[src/rtl/timer_counter.sv]
// Prescaled up/down timer-counter with IDLE/RUN/DONE control and a one-cycle terminal tick.
// Latency: count/busy/done are registered; tick is combinational from the registered state; no backpressure.
// The optional saturating tick counter (wrap_cnt) is enabled by defining TIMER_COUNTER_WRAP_STAT_EN.
module timer_counter #(
    parameter int COUNTER_SIZE  = 16,
    parameter int PRESCALE_SIZE = 8
) (
    input  logic                     clk,
    input  logic                     n_rst,
    input  logic                     start,
    input  logic                     stop,
    input  logic                     clear,
    input  logic                     inc,
    input  logic                     auto_reload,
    input  logic [COUNTER_SIZE-1:0]  cnt_goal,
    input  logic [PRESCALE_SIZE-1:0] prescale,
    output logic [COUNTER_SIZE-1:0]  count,
    output logic                     tick,
    output logic                     busy,
    output logic                     done
`ifdef TIMER_COUNTER_WRAP_STAT_EN
    ,
    output logic [7:0]               wrap_cnt
`endif
);

    typedef enum logic [1:0] {
        IDLE = 2'd0,
        RUN  = 2'd1,
        DONE = 2'd2
    } state_t;

    localparam logic [COUNTER_SIZE-1:0]  CNT_ONE = 1;
    localparam logic [PRESCALE_SIZE-1:0] PSC_ONE = 1;

    state_t                   r_state;
    logic [COUNTER_SIZE-1:0]  r_count;
    logic [PRESCALE_SIZE-1:0] r_psc_cnt;
    logic                     r_dir_up;
    logic                     r_reload;
    logic [COUNTER_SIZE-1:0]  r_goal;
    logic [PRESCALE_SIZE-1:0] r_psc;
    logic                     r_busy;
    logic                     r_done;

    logic [COUNTER_SIZE-1:0]  w_init;
    logic [COUNTER_SIZE-1:0]  w_term;
    logic                     w_step;
    logic                     w_at_term;
    logic                     w_run;
    logic                     w_cmd;

    assign w_init    = r_dir_up ? '0 : r_goal;
    assign w_term    = r_dir_up ? r_goal : '0;
    assign w_step    = (r_psc_cnt == r_psc);
    assign w_at_term = (r_count == w_term);
    assign w_run     = (r_state == RUN);
    assign w_cmd     = clear | stop | start;

    // Any command pre-empts the step, so a terminal step that coincides with one is not reported.
    assign tick  = w_run & w_step & w_at_term & ~w_cmd;
    assign count = r_count;
    assign busy  = r_busy;
    assign done  = r_done;

    always_ff @(posedge clk or negedge n_rst) begin
        if (!n_rst) begin
            r_state   <= IDLE;
            r_count   <= '0;
            r_psc_cnt <= '0;
            r_dir_up  <= 1'b1;
            r_reload  <= 1'b0;
            r_goal    <= '0;
            r_psc     <= '0;
            r_busy    <= 1'b0;
            r_done    <= 1'b0;
        end else if (clear) begin
            r_count   <= w_init;
            r_psc_cnt <= '0;
            r_state   <= IDLE;
            r_busy    <= 1'b0;
            r_done    <= 1'b0;
        end else if (stop) begin
            if (w_run) begin
                r_state <= IDLE;
                r_busy  <= 1'b0;
            end
        end else if (start) begin
            r_dir_up  <= inc;
            r_reload  <= auto_reload;
            r_goal    <= cnt_goal;
            r_psc     <= prescale;
            r_count   <= inc ? '0 : cnt_goal;
            r_psc_cnt <= '0;
            r_state   <= RUN;
            r_busy    <= 1'b1;
            r_done    <= 1'b0;
        end else if (w_run) begin
            if (w_step) begin
                r_psc_cnt <= '0;
                if (w_at_term) begin
                    if (r_reload) begin
                        r_count <= w_init;
                    end else begin
                        r_state <= DONE;
                        r_busy  <= 1'b0;
                        r_done  <= 1'b1;
                    end
                end else begin
                    r_count <= r_dir_up ? (r_count + CNT_ONE) : (r_count - CNT_ONE);
                end
            end else begin
                r_psc_cnt <= r_psc_cnt + PSC_ONE;
            end
        end
    end

`ifdef TIMER_COUNTER_WRAP_STAT_EN
    logic [7:0] r_wrap_cnt;

    assign wrap_cnt = r_wrap_cnt;

    always_ff @(posedge clk or negedge n_rst) begin
        if (!n_rst) begin
            r_wrap_cnt <= 8'd0;
        end else if (clear || (start && !stop)) begin
            r_wrap_cnt <= 8'd0;
        end else if (tick && (r_wrap_cnt != 8'hFF)) begin
            r_wrap_cnt <= r_wrap_cnt + 8'd1;
        end
    end
`endif

endmodule

[config.mk]
export PLATFORM = sky130hd
export DESIGN_NAME = timer_counter
export DESIGN_NICKNAME = d
export VERILOG_FILES = /design/src/rtl/timer_counter.sv
export SDC_FILE = /design/constraint.sdc
export NUM_CORES = 1
export LEC_CHECK = 0
export ABC_AREA = 0
export BUFFER_PORTS_ARGS = -buffer_cell sky130_fd_sc_hd__buf_2
export CORE_MARGIN = 3
export CORE_UTILIZATION = 50
export CTS_CLUSTER_DIAMETER = 40
export DETAILED_ROUTE_END_ITERATION = 7
export GPL_TIMING_DRIVEN = 0
export PLACE_DENSITY = 0.71
export SYNTH_ARGS = -nofsm -noshare
export SYNTH_HDL_FRONTEND = slang
export SYNTH_SLANG_ARGS = --single-unit
[constraint.sdc]
create_clock -name clk -period 8.3 [get_ports clk]
set_clock_uncertainty 0.1 [all_clocks]
set_input_delay 0.415 -clock clk [delete_from_list [all_inputs] [get_ports clk]]
set_output_delay 0.415 -clock clk [all_outputs]
set_load 0.02 [all_outputs]
==> results.tsv, run 1 <==
metric	value	unit
status	complete, no violations	
HP Class	input port to flip-flop	
crit path capture type	flip-flop	
Peak VDD IR	0.0000974	V
Syn Nets	451	
final hold viol count	0	
Num CTS Buffers	5	
drc violations	0	
Area Growth Syn to Fin	12.3	%
R2R Setup Slk	4.18	ns
commonest non-fill, non-tap cell in the layout	dfrtp_1	
GP Congestion	0.892	
Setup violations, final	0	
global routing usage on met3	4.26	%
post-CTS setup buffers	0	
CTS clk-pin slew, worst paths	0.10	ns
reg2reg end	count[14]	
dpl ws	4.29	ns
most frequent cells in the layout	dfrtp_1, buf_2, o21ai_0, nand2_1, a21oi_1	
max-slew violations	0	
Core Rows	31	
initial antenna violation count	0	
placed insts	552	
vias in the first global route	3324	
Starting DRT DRC Count	272	
final core utilization	58.3	%
post-DP HPWL	7250	um
Syn Inst Count	404	
largest net degree at the start of global routing	54	
Hold WS	0.216	ns
Async SR Flop Fraction	100	%
Antenna Nets Post-Route	0	
die span in x	93.0	um
max-cap violations	0	
Post-Route WL	10000	um
hold buffer count at cts	0	
Max FO, Critical Path	23	
met1 usage	32.9	%
GRT Overall Usage	24.1	%
normalized max-slew margin	19.3	%
GR Util met2	38.8	%
Hold Crit Start	auto_reload	
Die H	93.0	um
R2R cell count	11	
Initial Util	51.9	%
H-tree levels	2	
Seq/Total Area, Yosys	35.1	%
GRT Max-Usage Layer	met2	
RSZ-0062 raised after global routing	false	
Layout Nets	507	
worst skew pair latency	0.31	ns
post_cts resized	0	
Yosys top cell area share	34.4	%
CP Launch Point	r_dir_up	
Critical Path AT	4.26	ns
kind of critical path	flip-flop to flip-flop	
Synth Warn #	0	
#FFs+latches synth	53	
CTS tree	done	
CTS Sinks	53	
dpl cell area	4160	sq um
setup slack after layout	4.18	ns
Post-Synthesis Cell Area	3790	sq um
post-layout instance count excluding filler cells	560	
Power Dens Cells	253	nW/um^2
Lkg Pwr	1.86	nW
Pre-antenna DRT Iters	5	
CP required	8.43	ns
WL per Instance	17.9	um
Synth area leaders	dfrtp_1, mux2_2, o21ai_0	
layout cells sized above 1	22.8	%
Fmax	243	MHz
Ant. Diodes	0	
leading area contributor after synthesis	dfrtp_1	
Min Clock Period, post-route	4.12	ns
first-pass GRT wire length	16600	um
Post-Syn Area per Cell	9.37	sq um
Synth Flop Type	dfrtp_1	
period utilisation layout	49.7	%
Vias	3450	
Worst R2R Start	r_dir_up	
Max Root-Sink Buffers	2	
Tightest Pin Transition	1.21	ns
total power	1.08	mW
Vias/cell	6.16	
final setup TNS	0	ns
post-synth cell types	60	
I/O pin cnt	50	
Finished Cell Area	4250	sq um
input/output buffers	49	
Post-synth EDFFs	0	
crit path launch type	flip-flop	
core footprint	7290	sq um
crit path capture	count[14]	
root buf cell	clkbuf_8	
global route overflow	0	
die area	8650	sq um
-- cell usage after synthesis (6+ instances only) --
cell type  count
dfrtp_1       52
o21ai_0       40
nand2_1       36
a21oi_1       32
mux2_2        27
nor2_1        20
ha_1          15
xnor2_1       14
xor2_1        14
inv_1         10
a22o_1         9
clkbuf_1       8
a31oi_1        7
nor2b_1        7
a21o_1         6
a2bb2oi_1      6
nand3_1        6
-- cell type report --
| type | instances | area, sq um |
|---|---|---|
| clock buffers | 6 | 82.6 |
| repair buffers | 49 | 245 |
| plain buffers | 17 | 96.3 |
| inverters | 11 | 41.3 |
| multi-input cells | 323 | 2320 |
| well taps | 99 | 124 |
| fillers | 709 | 3040 |
| clock inverters | 2 | 13.8 |
| flip-flops and latches | 53 | 1330 |
-- state kept, by name, indices dropped and copies added, names as in the netlist --
signal     count
r_psc          8
r_reload       1
done           1
r_dir_up       1
r_goal        16
r_psc_cnt      8
r_state        2
count         16
-- worst min-delay path by stage --
stage                     to  depth (start not counted)
global placement        done                          1
detailed placement      done                          1
CTS                 r_reload                          3
global route        r_psc[7]                          2
finish              r_reload                          3
floorplan           count[0]                          0
-- worst max-delay path, cell delays in order (launching register included) --
cell and delay (ns):
dfstp_2 0.46, inv_2 0.24, clkbuf_1 0.89, ha_1 0.44, nor2b_1 0.16, o31a_1 0.31
o32ai_1 0.47, o31ai_1 0.19, o41ai_1 0.34, xnor2_1 0.16, nand2_1 0.07, a32oi_1 0.19
-- cells by family after synthesis --
logic type | share of synthesized area, %
flops | 35.1
simple gates | 16.3
fa+ha+maj | 5.49
xor+xnor | 6.48
compound gates | 24.5
mux | 8.56
buf+inv | 3.64
-- metal layers --
| metal | up-vias | wire length, um |
|---|---|---|
| li1 | 1627 | - |
| met1 | 1678 | 4500 |
| met2 | 126 | 4670 |
| met3 | 19 | 631 |
| met4 | 0 | 219 |
| met5 | - | 0 |
-- power by group --
part,internal (mW),switching (mW)
sequential,0.306,0.0745
clock,0.0679,0.0894
combinational,0.244,0.294
total,0.618,0.458
Power figures use the tool's default switching activity.
==> run 2, diff against run 1 <==
Clock period 8.3 ns to 4 ns, I/O delays scaled along.
==> results.tsv, run 2 (synthesis results as in run 1) <==
metric	value	unit	change
status	complete, no violations		
max-cap violations	0		unchanged
Min Clock Period, post-route	3.85	ns	-0.268 ns
max-slew violations	0		unchanged
Die H	93.0	um	unchanged
Vias	3494		+1.3%
RSZ-0062 raised after global routing	false		
hold endpoint	r_psc[4]		
dpl cell area	4160	sq um	unchanged
period utilisation layout	96.4	%	+47 points
kind of critical path	flip-flop to flip-flop		
Max FO, Critical Path	23		unchanged
Power Dens Cells	524	nW/um^2	+110%
Finished Cell Area	4270	sq um	+0.50%
largest net degree at the start of global routing	54		unchanged
final setup TNS	0	ns	unchanged
crit path capture type	flip-flop		
CP required	4.13	ns	-4.30 ns
H-tree levels	2		unchanged
root buf cell	clkbuf_8		
Setup violations, final	0		unchanged
Post-Route WL	10100	um	+1.0%
post-CTS setup buffers	0		unchanged
Max Root-Sink Buffers	2		unchanged
Num CTS Buffers	5		unchanged
Antenna Nets Post-Route	0		unchanged
final hold viol count	0		unchanged
die area	8650	sq um	unchanged
worst skew pair latency	0.32	ns	about the same
commonest non-fill, non-tap cell in the layout	dfrtp_1		
CTS tree	done		
R2R cell count	11		unchanged
CTS Sinks	53		unchanged
HP Class	input port to flip-flop		
GP Congestion	0.892		unchanged
layout cells sized above 1	22.9	%	+0.12 points
Core Rows	31		unchanged
Critical Path AT	3.99	ns	-0.27 ns
first-pass GRT wire length	16700	um	+0.13%
reg2reg end	count[14]		
GRT Overall Usage	24.1	%	about the same
hold path cells	2		-1
post-DP HPWL	7250	um	unchanged
core footprint	7290	sq um	unchanged
most frequent cells in the layout	dfrtp_1, buf_2, o21ai_0, nand2_1, a21oi_1		
WL per Instance	18.0	um	+0.67%
crit path launch type	flip-flop		
CTS clk-pin slew, worst paths	0.10	ns	about the same
Lkg Pwr	1.87	nW	+0.60%
dpl ws	-0.0126	ns	-4.30 ns
normalized max-slew margin	18.5	%	-0.76 points
vias in the first global route	3329		+0.15%
drc violations	0		unchanged
global route overflow	0		unchanged
Layout Nets	509		+0.39%
Hold Crit Start	prescale[4]		
Starting DRT DRC Count	244		-10%
Peak VDD IR	0.000203	V	+110%
Vias/cell	6.22		+0.91%
Initial Util	51.9	%	unchanged
R2R Setup Slk	0.15	ns	-4.03 ns
Worst R2R Start	r_dir_up		
Area Growth Syn to Fin	12.9	%	
initial antenna violation count	0		unchanged
I/O pin cnt	50		unchanged
setup slack after layout	0.145	ns	-4.03 ns
Fmax	259	MHz	+7.0%
input/output buffers	49		unchanged
die span in x	93.0	um	unchanged
Pre-antenna DRT Iters	5		unchanged
Ant. Diodes	0		unchanged
Tightest Pin Transition	1.22	ns	+0.0114 ns
-- run 2: changes by cell type in the layout (fill, tap and decap cells not counted), sizes merged --
cell	before	now
dlygate4sd3	0	2
-- run 2: metrics by stage --
stage	cells	util, %	power (mW)	hold slack [ns]
floorplan	404	-	1.61	-0.196
global placement	552	57.0	1.86	0.312
detailed placement	552	57.0	1.89	0.328
CTS	561	58.5	2.23	0.00106
global route	562	58.6	2.40	0.00234
finish	562	58.6	2.24	0.00859
-- run 2: timing repair --
action                                  4_1_cts  5_1_grt
hold buffers                                  1        1
resized for setup                             1        0
hold endpoints to repair                      1        1
endpoints found under the setup margin        1        0
-- run 2: power by group --
part | switching, mW | internal, mW | total [mW]
clock | 0.186 | 0.141 | 0.327
combinational | 0.613 | 0.508 | 1.12
sequential | 0.156 | 0.634 | 0.790
total | 0.955 | 1.28 | 2.24
-- run 2: worst max path at each step --
| stage | endpoint | cells after the start | from | slack (ns) |
|---|---|---|---|---|
| after floorplan | count[15] | 11 | r_dir_up | 0.77 |
| after global placement | count[14] | 11 | r_dir_up | 0.05 |
| after detailed placement | count[14] | 11 | r_dir_up | -0.01 |
| after CTS | count[14] | 11 | r_dir_up | 0.25 |
| after global routing | count[15] | 11 | r_dir_up | 0.02 |
| final | count[14] | 11 | r_dir_up | 0.15 |
-- run 2: layer usage --
metal	share of wire, %	track usage (%)
met2	46	38.8
met4	2.4	8.06
met1	45	33.0
met3	5.8	4.26
met5	0	0
-- run 2: cell type report --
| cell class | count | area (sq um) |
|---|---|---|
| sequential | 53 | 1330 |
| clock buffer | 6 | 82.6 |
| buffer | 17 | 97.6 |
| tap | 99 | 124 |
| timing repair buffer | 51 | 265 |
| inverter | 11 | 41.3 |
| multi-input combinational | 323 | 2320 |
| fill | 707 | 3020 |
| clock inverter | 2 | 13.8 |
-- run 2: critical path, cell delays in order, from the launching register on --
cell and delay [ns]:
dfstp_2 0.68, inv_2 0.18, clkbuf_2 0.40, ha_1 0.47
nor2b_1 0.16, o31a_1 0.31, o32ai_1 0.50, o31ai_1 0.20
o41ai_1 0.35, xnor2_1 0.17, nand2_1 0.07, a32oi_1 0.20
==> run 3, diff against run 2 <==
Settings changed: CAP_MARGIN from default to 15, CORE_ASPECT_RATIO from default to 0.9.
==> results.tsv, run 3 (synthesis results as in run 1) <==
metric	value	unit	change
H-tree levels	2		unchanged
commonest non-fill, non-tap cell in the layout	dfrtp_1		
most frequent cells in the layout	dfrtp_1, buf_2, o21ai_0, nand2_1, a21oi_1		
max-cap violations	0		unchanged
Ant. Diodes	0		unchanged
die area	8650	sq um	about the same
GP Congestion	0.932		+4.5%
Peak VDD IR	0.000256	V	+26%
crit path capture	count[15]		
core footprint	7180	sq um	-1.5%
root buf cell	clkbuf_8		
Num CTS Buffers	5		unchanged
largest net degree at the start of global routing	35		-35%
Initial Util	52.7	%	+0.78 points
Vias/cell	6.18		-0.67%
Worst R2R Start	r_dir_up		
reg2reg end	count[15]		
Area Growth Syn to Fin	14.2	%	
RSZ-0062 raised after global routing	false		
Die H	88.6	um	-4.8%
CTS tree	done		
Antenna Nets Post-Route	0		unchanged
die span in x	97.7	um	+5.1%
Core Rows	29		-6.5%
R2R cell count	11		unchanged
Lkg Pwr	1.90	nW	+1.4%
global route overflow	0		unchanged
crit path capture type	flip-flop		
Layout Nets	511		+0.39%
GRT Overall Usage	24.3	%	+0.16 points
layout cells sized above 1	23.0	%	+0.12 points
input/output buffers	49		unchanged
normalized max-slew margin	44.7	%	+26 points
final setup TNS	0	ns	unchanged
kind of critical path	flip-flop to flip-flop		
final hold viol count	0		unchanged
Min Clock Period, post-route	3.73	ns	-0.120 ns
HP Class	input port to flip-flop		
Tightest Pin Transition	0.829	ns	-0.393 ns
Vias	3446		-1.4%
initial antenna violation count	0		unchanged
CTS Sinks	53		unchanged
worst skew pair latency	0.32	ns	about the same
vias in the first global route	3224		-3.2%
Critical Path AT	3.87	ns	-0.12 ns
Post-Route WL	10300	um	+1.3%
post-layout instance count excluding filler cells	558		-0.71%
Pre-antenna DRT Iters	5		unchanged
first-pass GRT wire length	16700	um	+0.50%
CP Launch Point	r_dir_up		
drc violations	0		unchanged
Fmax	268	MHz	+3.2%
I/O pin cnt	50		unchanged
CP required	4.14	ns	about the same
Starting DRT DRC Count	264		+8.2%
Max Root-Sink Buffers	2		unchanged
Max FO, Critical Path	23		unchanged
max-slew violations	0		unchanged
R2R Setup Slk	0.27	ns	+0.12 ns
Power Dens Cells	535	nW/um^2	+2.1%
crit path launch type	flip-flop		
status	complete, no violations		
period utilisation layout	93.4	%	-3.0 points
placed insts	547		-0.91%
post-DP HPWL	7480	um	+3.2%
WL per Instance	18.4	um	+2.0%
CTS clk-pin slew, worst paths	0.11	ns	about the same
Setup violations, final	0		unchanged
run 3: cell count changes in the layout (fill, tap and decap cells not counted), sizes merged:
| cell | previous run | this run |
|---|---|---|
| buf | 58 | 59 |
| bufinv | 0 | 1 |
| clkbuf | 14 | 13 |
| clkinv | 2 | 1 |
| dlygate4sd3 | 2 | 3 |
| inv | 11 | 12 |
run 3: worst max-delay path, stage by stage (launching register included):
cell and delay [ns]:
dfstp_2 0.64, inv_2 0.15, clkbuf_2 0.39, ha_1 0.49
a21o_1 0.18, a21oi_1 0.23, a21oi_1 0.15, o31ai_1 0.46
mux2i_1 0.19, a2111oi_2 0.32, a41oi_1 0.09, a221oi_2 0.25
run 3: power breakdown:
part | switching, mW | internal, mW
clock network | 0.205 | 0.192
logic | 0.617 | 0.512
registers | 0.152 | 0.634
total | 0.975 | 1.34
run 3: metrics by stage:
step	total power, mW	hold WS (ns)	worst slack (ns)	util (%)	area [sq um]
6_report	2.31	0.00406	0.265	60.2	4330
2_1_floorplan	1.61	-0.196	0.772	-	3790
3_3_place_gp	1.86	0.315	0.000849	57.7	4150
5_1_grt	2.48	0.000592	0.0494	60.2	4330
4_1_cts	2.30	0.00335	0.298	60.1	4320
3_5_place_dp	1.90	0.243	0.00166	58.1	4180
run 3: timing repair:
item	CTS	global route
buffers inserted	0	0
setup endpoints to repair	2	0
hold buffers	2	1
gates resized for setup	1	0
endpoints found under the hold margin	34	1
run 3: area by class of cell:
cell class	instances	area, sq um
tap	93	116
fill	644	2860
clock inverter	3	50.0
buffer	17	97.6
timing repair buffer	53	303
sequential	53	1330
multi-input combinational	323	2320
inverter	11	41.3
clock buffer	5	68.8
run 3: how the worst min path moves through the flow:
stage | cells after the start | startpoint | end | slack [ns]
after floorplan | 0 | n_rst | count[0] | -0.20
after global placement | 3 | auto_reload | r_reload | 0.32
after detailed placement | 1 | n_rst | r_goal[14] | 0.24
after CTS | 2 | prescale[6] | r_psc[6] | 0.003
after global routing | 2 | prescale[0] | r_psc[0] | 0.0006
final | 2 | prescale[6] | r_psc[6] | 0.004
run 3: metal layers:
metal / vias up / global-route usage, % / part of all wire [%]
met5: - / 0 / 0
met3: 16 / 3.62 / 7.4
met4: 0 / 6.67 / 1.4
met2: 135 / 38.5 / 46
met1: 1651 / 35.1 / 46
li1: 1644 / - / -
